**config.mk**
```make
export PLATFORM = sky130hd
export DESIGN_NAME = sevenseg_mux_param
export DESIGN_NICKNAME = d
export VERILOG_FILES = /design/src/rtl/sevenseg_pkg.sv /design/src/rtl/sevenseg_font.sv /design/src/rtl/sevenseg_mux_param.sv
export SDC_FILE = /design/constraint.sdc
export NUM_CORES = 1
export LEC_CHECK = 0
export CORE_ASPECT_RATIO = 1.75
export CORE_MARGIN = 2
export CORE_UTILIZATION = 30
export CTS_CLUSTER_DIAMETER = 120
export CTS_CLUSTER_SIZE = 25
export DETAILED_ROUTE_END_ITERATION = 16
export SYNTH_ARGS = -nofsm -noshare
export SYNTH_HDL_FRONTEND = slang
export SYNTH_HIERARCHICAL = 1
export SYNTH_SLANG_ARGS = --single-unit
```
**constraint.sdc**
```tcl
create_clock -name clk -period 6.58 [get_ports clk]
set_input_delay 0.987 -clock clk [delete_from_list [all_inputs] [get_ports clk]]
set_output_delay 0.987 -clock clk [all_outputs]
set_load 0.02 [all_outputs]
```
**src/rtl/sevenseg_pkg.sv**
```systemverilog
// ---------------------------------------------------------------
// sevenseg_pkg : font table and blank pattern, active-low {g..a}
// Rev 1.0
// ---------------------------------------------------------------
`default_nettype none

package sevenseg_pkg;

  localparam logic [6:0] SEG_BLANK = 7'h7F;

  localparam logic [6:0] FONT_TABLE [16] = '{
    7'h40, 7'h79, 7'h24, 7'h30, 7'h19, 7'h12, 7'h02, 7'h78,
    7'h00, 7'h10, 7'h08, 7'h03, 7'h46, 7'h21, 7'h06, 7'h0E
  };

endpackage

`default_nettype wire

```
**src/rtl/sevenseg_font.sv**
```systemverilog
// ---------------------------------------------------------------
// sevenseg_font : combinational hex-to-7-segment decoder
// Rev 1.0
// ---------------------------------------------------------------
`default_nettype none

module sevenseg_font
  import sevenseg_pkg::*;
(
  input  logic [3:0] code,
  output logic [6:0] seg
);

  assign seg = FONT_TABLE[code];

endmodule

`default_nettype wire

```
**src/rtl/sevenseg_mux_param.sv**
```systemverilog
// ---------------------------------------------------------------
// sevenseg_mux_param : multiplexed N-digit display driver with
// frame-synchronous update, LZS, blink and PWM brightness. Rev 1.0
// ---------------------------------------------------------------
`default_nettype none

module sevenseg_mux_param
  import sevenseg_pkg::*;
#(
  parameter int N_DIG   = 8,
  parameter int DIV_W   = 16,
  parameter int BLINK_W = 24
) (
  input  logic               clk,
  input  logic               reset,
  input  logic [4*N_DIG-1:0] digits,
  input  logic [N_DIG-1:0]   dp_in,
  input  logic [N_DIG-1:0]   blank_mask,
  input  logic [N_DIG-1:0]   blink_mask,
  input  logic               lzs,
  input  logic [3:0]         brightness,
  input  logic               upd,
  output logic               upd_pend,
  output logic               frame_tick,
  output logic [N_DIG-1:0]   an,
  output logic [6:0]         seg,
  output logic               dp
);

  localparam int IDX_W = $clog2(N_DIG);

  logic [DIV_W-1:0]   div;
  logic [IDX_W-1:0]   idx;
  logic [BLINK_W-1:0] blink;

  logic [4*N_DIG-1:0] pend_digits, act_digits;
  logic [N_DIG-1:0]   pend_dp,     act_dp;
  logic [N_DIG-1:0]   pend_blank,  act_blank;
  logic [N_DIG-1:0]   pend_blink,  act_blink;
  logic               pend_lzs,    act_lzs;

  logic               wrap;
  logic [3:0]         cur_code;
  logic [6:0]         font_seg;
  logic [N_DIG-1:0]   suppressed;
  logic               zero_run;
  logic               pwm_open;
  logic               lit;

  assign wrap = (&div) && (idx == IDX_W'(N_DIG - 1));

  // Scan timing, frame-aligned commit of pending data and the update handshake
  always_ff @(posedge clk or posedge reset) begin
    if (reset) begin
      div         <= '0;
      idx         <= '0;
      blink       <= '0;
      frame_tick  <= 1'b0;
      upd_pend    <= 1'b0;
      pend_digits <= '0;
      pend_dp     <= '0;
      pend_blank  <= '0;
      pend_blink  <= '0;
      pend_lzs    <= 1'b0;
      act_digits  <= '0;
      act_dp      <= '0;
      act_blank   <= '0;
      act_blink   <= '0;
      act_lzs     <= 1'b0;
    end else begin
      div        <= div + 1'b1;
      blink      <= blink + 1'b1;
      frame_tick <= wrap;
      if (&div) begin
        idx <= wrap ? '0 : idx + 1'b1;
      end
      if (wrap && upd_pend) begin
        act_digits <= pend_digits;
        act_dp     <= pend_dp;
        act_blank  <= pend_blank;
        act_blink  <= pend_blink;
        act_lzs    <= pend_lzs;
      end
      if (upd) begin
        pend_digits <= digits;
        pend_dp     <= dp_in;
        pend_blank  <= blank_mask;
        pend_blink  <= blink_mask;
        pend_lzs    <= lzs;
        upd_pend    <= 1'b1;
      end else if (wrap) begin
        upd_pend <= 1'b0;
      end
    end
  end

  // Walk down from the top digit; digit 0 is never part of the leading-zero run
  always_comb begin
    suppressed = '0;
    zero_run   = act_lzs;
    for (int i = N_DIG - 1; i >= 1; i--) begin
      zero_run      = zero_run && (act_digits[4*i +: 4] == 4'h0);
      suppressed[i] = zero_run;
    end
  end

  assign cur_code = act_digits[4*idx +: 4];
  assign pwm_open = (brightness == 4'hF) || (div[DIV_W-1 -: 4] < brightness);
  assign lit      = !act_blank[idx] && !suppressed[idx]
                 && !(blink[BLINK_W-1] && act_blink[idx]) && pwm_open;

  sevenseg_font u_font (
    .code (cur_code),
    .seg  (font_seg)
  );

  always_ff @(posedge clk or posedge reset) begin
    if (reset) begin
      an  <= '1;
      seg <= SEG_BLANK;
      dp  <= 1'b1;
    end else if (lit) begin
      an  <= ~(N_DIG'(1) << idx);
      seg <= font_seg;
      dp  <= ~act_dp[idx];
    end else begin
      an  <= '1;
      seg <= SEG_BLANK;
      dp  <= 1'b1;
    end
  end

endmodule

`default_nettype wire

```
==> flow_results.org, run 1 <==
** Outcome
- Result of the run :: completed

** Yosys
- Mapped Cells :: 540
- For this run, the leading register cell type out of synthesis is dfrtp_1.
- Counting distinct cell types in the post-synthesis netlist gives 46.
- Counting every net in the synthesized netlist gives 622.
- EDFF count, synth :: 0
- Async SR Flop Fraction :: 100.0%
- Fraction of the yosys area taken by sequential cells :: 57.21%
- Post-Syn Area per Cell :: 14.24 um2
- Post-synthesis instance area :: 7690 um2
- The synthesized design contains 175 register bits.
- Count of warnings emitted by yosys :: 6

** Critical path
- The worst setup path is launched from a flip-flop.
- Arrival time of data at the critical path endpoint :: 3.33 ns
- Biggest fanout along the worst timing path :: 57
- STA classifies the critical path endpoint as a flip-flop.
- Critical path start-end classification :: reg -> reg
- Data on the critical path is required at its endpoint by 6.90 ns.

** Die
- The floorplan step defined a die boundary enclosing 26,980 um2.
- Vertical die dimension :: 215.8 um
- FP Rows :: 77
- I/O pin count :: 82
- The floorplan step set the die width to 125.0 um.
- Initial Util :: 30.46%
- The core region is 25,240 um2.

** Detailed routing
- In the final routed layout, each cell accounts on average for 15.52 um.
- Residual antenna-violating net count after detailed routing :: 0
- Total Routed Length :: 14.76 mm
- For this block, the via count after detailed routing is 4,405.
- After detailed routing, the number of remaining DRC violations is 0.
- The detailed router finished its first iteration with 167 violations.
- Using the TritonRoute via totals, the vias-per-cell ratio works out to 4.632.
- The first TritonRoute pass finished after 4 iterations.

** Global route
- Number of global-route vias before repair :: 4,765
- Global routing finished with a remaining overflow of 0.
- Global-route wire length before repair :: 24.84 mm
- Antenna violations before repair :: 0
- Largest net degree at the start of global routing :: 85
- Combined global-route utilization of all metal layers :: 11.68%

** Clocking
- Clock Sinks :: 175
- Once the clock tree was built, the resizer swapped 0 gates to a different size.
- Number of buffers inserted during clock tree synthesis :: 17
- Clock transition at the registers of the reported paths :: 0.07 ns
- TritonCTS clock tree :: yes
- The cell sitting at the root of the clock tree is a clkbuf_16.
- At the later pin of the worst-skew pair, clock insertion delay measures 0.44 ns.
- Hold repair after CTS inserted 0 buffers.
- The longest clock path from root to sink contains 2 buffers.
- The number of setup buffers added after CTS is 0.
- Depth of the CTS H-tree :: 4

** STA
- The number of hold violations in the final report was 0.
- For the final database, setup skew stands at 0.01179 ns.
- The smallest clock period supported by the final layout is computed as 3.013 ns.
- # setup viols final :: 0
- The number of pins exceeding their max-slew limit in the final report was 0.
- The worst path uses 45.79% of the clock period.
- Least-Margin Pin Slew :: 1.041 ns
- Measured against its own limit, the worst slew margin works out to 30.59%.
- Setup repair after global routing left no endpoint under its margin.
- Setup total negative slack on the finished layout was measured at 0 ns.
- Highest clock rate :: 0.3319 GHz

** Flow run
- Total of max-cap violations :: 0

** Finish
- Growth of design area from synthesis to finish :: 21.71%
- Antenna diodes :: 0
- Net count of the finished layout :: 704
- Final instance count without filler cells :: 951
- Share of layout cells above drive strength 1 :: 29.76%
- Cell area after layout :: 9359 um2
- Filler Cells Inserted :: 2,448
- Most frequent standard cell in the layout excluding fill and tap cells :: dfrtp_1
- Commonest non-fill, non-tap cells in the layout :: 159 x dfrtp_1, 85 x mux2_2, 80 x clkdlybuf4s50_1, 42 x nand2_1, 30 x mux2_4

** Power and ir drop
- Total Power :: 2.261 mW
- Relative contribution of sequential cells to total power :: 50.1%
- Combinational logic is responsible for 5.0% of the overall power.
- The internal power of the cells totals 1.749 mW.
- Worst IR Drop VDD :: 0.1425 mV
- Switching part of the total power :: 22.64%
- Net switching power of the design :: 0.5118 mW
- Leakage power :: 4.095 nW
- Clock power share :: 44.8%
- In this run the power density over the cells is 241.6 nW/um2.

** Placement
- At the end of routability-driven placement, the weighted congestion stood at 0.7602.
- Input and output buffers added on the ports amount to 81.
- Number of instances in the placed design :: 919
- HPWL after detailed placement :: 10.37 mm
- In this run the cell area measured after placement is 8773 um2.

** Hold path
- The worst hold path belongs to the class reg -> reg.
layer usage:
metal  wire [um]  GRT usage, %  up-vias
met5           0             0        -
li1            -             -     2074
met2        7557         20.05       77
met1        6422         13.90     2235
met3         449         2.603       19
met4         333         5.333        0
logic make-up after synthesis:
logic type	Yosys count	synth area share, %
xor gates and xnor gates	36	4.100
muxes	130	22.53
adders and majority gates	18	2.929
DFF	175	57.21
and+or+nand+nor	115	8.054
AOI/OAI and AO/OA	29	2.359
buffers and inverters	37	2.815
worst max-delay path: stages (launching register included):
cell and delay [ns]:
dfrtp_1 0.99, ha_1 0.32, ha_1 0.22, nand2_1 0.10, nor2_4 0.08, buf_4 0.68, mux2_2 0.42
area by class of cell:
cell class	instances	area (um2)	area share (%)
clock buffer	19	432.9	4.626
clock inverter	13	152.6	1.631
inverter	13	53.80	0.5749
multi-input combinational	328	3074	32.85
sequential	175	4399	47.01
tap	316	395.4	4.225
timing repair buffer	87	850.8	9.091
power by group through the flow:
stage	Sequential [mW]	Clock, mW	Combinational (mW)
after floorplan	1.15	0	0.0615
after global routing	1.14	1.08	0.127
final	1.13	1.01	0.114
after CTS	1.13	1.04	0.118
after global placement	1.15	0	0.116
after detailed placement	1.16	0	0.117
flip-flops by register name, summed over array words and instances (netlist names):
| signal | flops |
|---|---|
| pend_dp | 8 |
| pend_lzs | 1 |
| pend_blink | 8 |
| seg | 7 |
| div | 16 |
| upd_pend | 1 |
| act_digits | 32 |
| dp | 1 |
| act_blink | 8 |
| pend_blank | 8 |
| an | 8 |
| frame_tick | 1 |
| pend_digits | 32 |
| act_lzs | 1 |
| act_dp | 8 |
| blink | 24 |
| idx | 3 |
| act_blank | 8 |
synthesized netlist by cell type (2+ instances only):
| cell | number | area (um2) |
|---|---|---|
| nand3_1 | 21 | 105.1 |
| dfrtp_1 | 159 | 3979 |
| dfstp_2 | 16 | 420.4 |
| nor2_1 | 6 | 22.52 |
| clkbuf_1 | 7 | 26.28 |
| nor4_1 | 7 | 43.79 |
| buf_2 | 5 | 25.02 |
| a21oi_1 | 5 | 25.02 |
| ha_1 | 18 | 225.2 |
| mux2_2 | 85 | 957.2 |
| xor2_1 | 9 | 78.83 |
| inv_1 | 13 | 48.80 |
| nand4_1 | 9 | 56.30 |
| o22ai_1 | 2 | 12.51 |
| xnor2_1 | 27 | 236.5 |
| buf_4 | 2 | 15.01 |
| o21ai_0 | 9 | 45.04 |
| nand2_1 | 42 | 157.7 |
| and4_1 | 4 | 35.03 |
| and3_1 | 7 | 43.79 |
| mux2_4 | 30 | 450.4 |
| buf_1 | 5 | 18.77 |
| nand2b_1 | 3 | 18.77 |
| nand3b_1 | 7 | 52.55 |
| nor3_1 | 2 | 10.01 |
| mux4_2 | 14 | 315.3 |
| buf_12 | 3 | 60.06 |
| o21ai_1 | 2 | 10.01 |
| buf_6 | 2 | 22.52 |
| and4_4 | 2 | 22.52 |
| a211oi_1 | 2 | 15.01 |
stage by stage:
stage               setup slack, ns  hold WS, ns  util, %
finish                        3.567       0.4493    37.08
global route                  3.352       0.4797    37.08
CTS                           3.532       0.4527    37.08
detailed placement            3.482       0.4431    34.76
global placement              3.521       0.4427    34.76
floorplan                    0.8743       0.4214        -
worst paths after layout:
| path | start | endpoint | slack, ns | cells past startpoint |
|---|---|---|---|---|
| max in group asynchronous | reset | pend_digits[2] | 4.37 | 3 |
| setup / recovery | idx[1] | act_blank[7] | 3.57 | 6 |
| setup reg to reg | idx[1] | act_blank[7] | 3.57 | 6 |
| min in group asynchronous | reset | pend_blink[3] | 0.88 | 2 |
| hold / removal | blink[0] | blink[0] | 0.45 | 1 |
| hold reg to reg | blink[0] | blink[0] | 0.45 | 1 |
(Power assumes the default switching activity.)
==> run 2, diff against run 1 <==
==> constraint.sdc (replaced) <==
create_clock -name clk -period 3.07 [get_ports clk]
set_input_delay 0.4605 -clock clk [delete_from_list [all_inputs] [get_ports clk]]
set_output_delay 0.4605 -clock clk [all_outputs]
set_load 0.02 [all_outputs]
==> run 2 against run 1 <==
Net effect: non-clock buffer count is 6 higher; first-iteration DRC count rose by 11%; cell count rose by 0.63%; sequential share of layout area decreased by 0.61 points; design area grew 1.3%; worst setup slack lost 2.9 ns; maximum frequency grew 24%; critical path depth increased by 3; power grew 120%; highest routed layer unchanged; count of clock-buffer cells in the layout unchanged; clock power is 120% higher; largest cell class unchanged.
==> flow_results.org, run 2 (synthesized netlist as in run 1, its figures left out) <==
** Placement
- HPWL after detailed placement :: 10.93 mm
- Weighted congestion at the end of routability-driven global placement :: 0.7227
- Input and output buffers added on the ports amount to 81.
- Summing all placed instances gives a cell area of 8880 um2.

** Critical path
- Setup slack on the worst reg-to-reg path comes out at 0.64 ns.
- Library cell appearing most often on the critical path :: nand2_1
- Biggest fanout along the worst timing path :: 11
- Type of element capturing the critical path :: flip-flop
- The worst setup path is of the reg -> reg kind.
- Sort of element at the start of the critical path :: flip-flop
- For the worst setup path, the data required time is 3.40 ns.
- Critical Path Slowest Stage Cell :: dfrtp_1
- Maximum single-stage delay on the critical path :: 0.64 ns
- Cells along the critical path :: buf_4, mux4_2, nand2_1, nand2_1, ha_1, or2_2, a21oi_1, a31oi_1, nand3b_1
- Arrival time of data at the critical path endpoint :: 2.76 ns

** Finish
- The largest registers in the layout are act_digits (32), pend_digits (32), blink (24).
- Commonest non-fill, non-tap cells in the layout :: 159 x dfrtp_1, 85 x mux2_2, 80 x clkdlybuf4s50_1, 42 x nand2_1, 30 x mux2_4
- Cell area after layout :: 9483 um2
- Antenna diodes :: 0
- Growth of design area from synthesis to finish :: 23.32%
- Net count of the finished layout :: 710
- The library cell used most frequently in the layout, excluding fill and tap cells, is dfrtp_1.
- Of the cells placed in the final design, the portion with a size suffix greater than 1 is 30.58%.

** STA
- Final period demand of the worst path :: 2.428 ns
- Clock skew after layout :: 0.008949 ns
- At the pin with the least slew margin, the transition time is 0.6041 ns.
- # setup viols final :: 0
- Hold violation count in the final report :: 0
- The tightest hold path in the finished design has a slack of 0.4510 ns.
- Setup repair after global routing missed its margin :: no
- The number of pins exceeding their max-slew limit in the final report is 0.
- The final critical path takes up 79.09% of the cycle.
- After routing, the total negative slack on setup checks comes to 0 ns.
- Worst-case headroom to the max-slew limit :: 59.73%
- Highest clock rate :: 0.4119 GHz

** Clocking
- Maximum root-to-sink buffer count :: 2
- In this run the number of H-tree levels came out at 4.
- In this run the clock root is driven by a clkbuf_16.
- Hold-fix buffers, CTS :: 0
- CTS saw 175 sinks.
- After clock tree synthesis, the clock-pin slew on the worst setup and hold paths is 0.06 ns.
- TritonCTS clock tree :: yes
- The clock reaches the later pin of the worst-skew pair after 0.43 ns.
- Gates resized during post-CTS repair numbered 0.
- After clock tree synthesis, the setup repair step added 0 buffers.
- Number of buffers inserted during clock tree synthesis :: 17

** Detailed routing
- Via density per instance :: 4.562
- The routed layout has 4,366 vias.
- Wirelength per Cell :: 15.57 um
- The pre-antenna-repair detailed-routing pass consisted of 4 iterations.
- Once detail routing completed, the nets flagged for antenna violations numbered 0.
- After the first detailed-routing iteration, the DRC count stood at 186.
- Total Routed Length :: 14.90 mm
- DRC violation count after routing :: 0

** Power and ir drop
- The internal power of the cells totals 3.846 mW.
- The analysis attributes to net switching a power of 1.048 mW.
- In this run, the clock network consumes 45.1% of the power.
- Summed over all cells, the static leakage comes to 4.160 nW.
- In this run, flip-flops and latches consume 49.7% of the power.
- Worst IR Drop VDD :: 0.2914 mV
- Combinational cells account for 5.2% of the total power.
- Switching part of the total power :: 21.42%
- Power density relative to cell area :: 516.1 nW/um2

** Global route
- The initial antenna violation count was 0.
- Summed over all layers, the global routing overflow is 0.
- For met3 alone, demand over resource in global routing was 2.826%.
- Global Route met1 Usage :: 13.99%
- Global routing consumed, on the met2 layer, 19.95% of the routing resources.
- The via count of the first global-routing pass came to 4,678.
- The first global-routing pass estimated 24.74 mm of wire.
- Busiest grt layer :: met2
- Entering global routing, the biggest net connects 68 pins.
- Combined global-route utilization of all metal layers :: 11.67%

** Die
- 82 I/O pins were placed.
- Core area :: 25,240 um2
- The die covers 26,980 um2.
- For this configuration, the core starts out at a cell density of 30.46%.
- Chip Width :: 125.0 um
- FP Rows :: 77
- Vertical die dimension :: 215.8 um

** Hold path
- Hold Crit Class :: reg -> reg

** Flow run
- Total of max-cap violations :: 0

** Outcome
- The run finished with clean final reports.
==> run 2: cell types whose count changed in the layout (fill, tap and decap cells not counted), moves of 2 or more <==
cell / delta
clkinv_2: +4
buf_12: +5
inv_6: -3
clkinv_4: -2
==> run 2: routing by layer <==
layer,wire length (um),vias up,part of all wire [%]
met5,0,-,0
met4,299,0,2.0
met3,439,17,2.9
met2,7661,74,51
met1,6500,2184,44
li1,-,2091,-
==> run 2: per-stage QoR <==
| stage | setup WS, ns | power, mW | utilization (%) | cells |
|---|---|---|---|---|
| after floorplan | 0.3839 | 2.590 | - | 540 |
| after global placement | 0.5396 | 2.733 | 35.18 | 925 |
| after detailed placement | 0.5090 | 2.736 | 35.18 | 925 |
| after CTS | 0.6224 | 4.979 | 37.57 | 957 |
| after global routing | 0.4911 | 5.094 | 37.57 | 957 |
| final | 0.6420 | 4.894 | 37.57 | 957 |
==> run 2: layout make-up <==
class | instances | area (um2)
Fill cell | 2428 | 15760
Sequential cell | 175 | 4399
Multi-Input combinational cell | 328 | 3074
Timing Repair Buffer | 93 | 958.4
Clock buffer | 19 | 442.9
Tap cell | 316 | 395.4
Clock inverter | 13 | 160.2
Inverter | 13 | 52.55
==> run 2: path summary, 6_finish.rpt <==
check | start | to | cells past startpoint
setup / recovery | idx[1] | seg[3] | 9
hold / removal | blink[0] | blink[0] | 1
setup reg to reg | idx[1] | seg[3] | 9
hold reg to reg | blink[0] | blink[0] | 1
max in group asynchronous | reset | act_dp[2] | 3
min in group asynchronous | reset | blink[16] | 2
==> run 2: worst max-delay path, delay by kind of cell (launching register included) <==
kind | cells | cell delay [ns]
AND/OR/NAND/NOR | 4 | 0.70
multiplexers | 1 | 0.29
flip-flops | 1 | 0.64
buffers and inverters | 1 | 0.24
adder cells (fa/ha/maj) | 1 | 0.26
AO/OA/AOI/OAI | 2 | 0.20
==> run 2: power by group through the flow <==
stage	Sequential (mW)	Clock, mW	Combinational [mW]
3_5_place_dp	2.48	0	0.260
4_1_cts	2.43	2.28	0.261
5_1_grt	2.44	2.37	0.280
3_3_place_gp	2.47	0	0.258
2_1_floorplan	2.46	0	0.132
6_report	2.43	2.21	0.253
==> run 3, diff against run 2 <==
==> constraint.sdc (replaced) <==
create_clock -name clk -period 2.4 [get_ports clk]
set_input_delay 0.36 -clock clk [delete_from_list [all_inputs] [get_ports clk]]
set_output_delay 0.36 -clock clk [all_outputs]
set_load 0.02 [all_outputs]
==> run 3 against run 2 <==
Net effect: via count is 3.3% higher; sequential cell count stayed put; sequential power is 28% higher; worst setup slack worse by 0.48 ns; first-iteration DRC count is 20% lower; power is 31% higher; core utilization is 0.58 points higher; critical path depth stayed put; clock skew is 0.0019 ns higher; sequential share of layout area is 0.71 points lower; clock power is 33% higher.
==> flow_results.org, run 3 (synthesized netlist as in run 1, its figures left out) <==
** Power and ir drop
- The clock network is responsible for 46.2% of the overall power.
- Internal power comes to 5.014 mW.
- Switching part of the total power :: 21.58%
- Summed over all cells, the static leakage comes to 4.246 nW.
- Total Power :: 6.394 mW
- Net switching power of the design :: 1.380 mW
- In this run the power density over the cells is 663.9 nW/um2.
- Worst IR Drop VDD :: 0.4469 mV
- Combinational logic is responsible for 5.2% of the overall power.
- Relative contribution of sequential cells to total power :: 48.6%

** STA
- Final period demand of the worst path :: 2.236 ns
- Setup repair after global routing left no endpoint under its margin.
- Final hold slack :: 0.3497 ns
- Worst-case headroom to the max-slew limit :: 59.91%
- The number of pins exceeding their max-slew limit in the final report was 0.
- For the final database, setup skew stands at 0.01085 ns.
- After routing, the total negative slack on setup checks comes to 0 ns.
- Least-Margin Pin Slew :: 0.6001 ns
- Final period util :: 93.18%
- # setup viols final :: 0
- The number of hold violations in the final report was 0.
- Crit path setup slack, layout :: 0.1637 ns
- For this run, the top clock speed supported by timing is 0.4472 GHz.

** Global route
- Largest net degree at the start of global routing :: 40
- Antenna violations before repair :: 0
- The first global-routing pass estimated 25.11 mm of wire.
- Gr ovfl total :: 0
- Combined global-route utilization of all metal layers :: 11.85%
- The via count of the first global-routing pass is 4,722.

** Clocking
- At the later pin of the worst-skew pair, clock insertion delay measures 0.43 ns.
- The H-tree generated during clock tree synthesis spans 4 levels.
- Clock Sinks :: 175
- Clock tree synthesis selected as its root buffer the cell clkbuf_16.
- TritonCTS created 17 clock buffers.
- Number of gates given a new drive strength after cts :: 0
- Hold repair after CTS inserted 0 buffers.
- TritonCTS built the clock tree.
- Counting along the longest clock path gives a buffer depth of 2.
- Number of buffers inserted to repair setup after CTS :: 0
- After clock tree synthesis, the clock-pin slew on the worst setup and hold paths is 0.07 ns.

** Die
- FP Rows :: 77
- The total area inside the core boundary comes to 25,240 um2.
- Chip Width :: 125.0 um
- I/O pin count :: 82
- The die is 215.8 um tall.
- The floorplan step defined a die boundary enclosing 26,980 um2.
- Initial Util :: 30.46%

** Detailed routing
- Wirelength per Cell :: 15.65 um
- The final layout contains routed wiring with a total length of 15.18 mm.
- Via density per instance :: 4.649
- For this block, the initial DRC count from the detailed router was 148.
- The first detailed-routing pass ran for 4 iterations.
- After detailed routing, the number of remaining DRC violations is 0.
- The detail route stage leaves a number of antenna-violating nets equal to 0.
- Via count of the routed design :: 4,510

** Critical path
- The worst setup path is captured at a flip-flop.
- Critical Path Slowest Stage Cell :: mux4_2
- Family with the most delay on the worst path :: simple AND/OR/NAND/NOR gates
- For this run, the slowest stage of the critical path takes 0.50 ns.
- The critical path is of the reg -> reg type.
- The worst register-to-register path has a setup slack of 0.16 ns.
- Biggest fanout along the worst timing path :: 12
- Worst Path Buf+Inv :: 1
- Sort of element at the start of the critical path :: flip-flop
- Cells along the critical path :: buf_12, mux4_2, nand2_1, nand2_2, ha_1, or2_2, a21oi_1, a31oi_1, nand3b_1
- Arrival time of data at the critical path endpoint :: 2.59 ns
- Required arrival time at the worst endpoint :: 2.75 ns

** Outcome
- Result of the run :: completed

** Finish
- Share of layout cells above drive strength 1 :: 32.26%
- Growth of design area from synthesis to finish :: 25.24%
- Leaving out fill and tap cells, the most frequent cells in the layout are 159 x dfrtp_1, 85 x mux2_2, 80 x clkdlybuf4s50_1, 41 x nand2_1, 30 x mux2_4.
- Largest registers :: act_digits (32), pend_digits (32), blink (24)
- Leaving out fill and tap cells, the most frequent cell in the layout is dfrtp_1.
- Net count of the finished layout :: 724
- Final Util :: 38.15%
- Antenna diodes :: 0

** Flow run
- Max-cap violations in this run came to 0.

** Placement
- Routability-driven placement finished with a final weighted congestion of 0.7653.
- Buffers added on ports :: 81
- Place WS :: 0.09230 ns
- Summed over all nets, the half-perimeter wirelength after detailed placement is 11.21 mm.

** Hold path
- Hold Crit Class :: in -> async
-- run 3: cell types whose count changed in the layout (fill, tap and decap cells not counted) --
cell,previous run,this run
clkbuf_1,1,0
bufinv_16,3,4
clkinvlp_4,3,2
nand2_2,0,1
buf_4,7,20
clkinv_2,4,1
inv_8,0,1
clkinv_4,0,3
clkbuf_8,1,0
buf_12,5,6
nand2_1,42,41
-- run 3: cell type report --
type | instances | area (um2)
multi-input combinational | 328 | 3077
fill | 2465 | 15610
timing repair buffer | 107 | 1076
tap | 316 | 395.4
inverter | 13 | 52.55
sequential | 175 | 4399
clock buffer | 17 | 425.4
clock inverter | 14 | 205.2
-- run 3: final timing paths --
| path | from | cells after the start | to |
|---|---|---|---|
| setup / recovery | idx[0] | 9 | seg[3] |
| hold / removal | reset | 2 | div[3] |
| setup reg to reg | idx[0] | 9 | seg[3] |
| hold reg to reg | blink[0] | 1 | blink[0] |
| max in group asynchronous | reset | 3 | pend_blink[4] |
| min in group clk | blink[0] | 1 | blink[0] |
-- run 3: worst reg2reg max path, delay by kind of cell (launching register included) --
family / cells / cell delay, ns
AOI/OAI and AO/OA: 2 / 0.20
adders and majority gates: 1 / 0.23
buffers and inverters: 1 / 0.16
DFF: 1 / 0.39
muxes: 1 / 0.50
and+or+nand+nor: 4 / 0.68
-- run 3: metrics by stage --
step	cells	instance area, um2
3_5_place_dp	939	8997
5_1_grt	970	9630
4_1_cts	970	9628
3_3_place_gp	939	8997
2_1_floorplan	540	7697
6_report	970	9630
-- run 3: power by group through the flow --
stage	logic, mW	registers, mW	clock network (mW)
4_1_cts	0.344	3.11	3.03
6_report	0.333	3.11	2.95
2_1_floorplan	0.169	3.14	0
3_3_place_gp	0.339	3.17	0
3_5_place_dp	0.342	3.17	0
5_1_grt	0.368	3.12	3.15
-- run 3: layer usage --
metal  up-vias  GRT usage, %  share of wire (%)
li1       2117             -                  -
met1      2297         14.64                 44
met2        80         20.29                 52
met3        16         2.107                2.5
met4         0         5.148                2.0
met5         -             0                  0
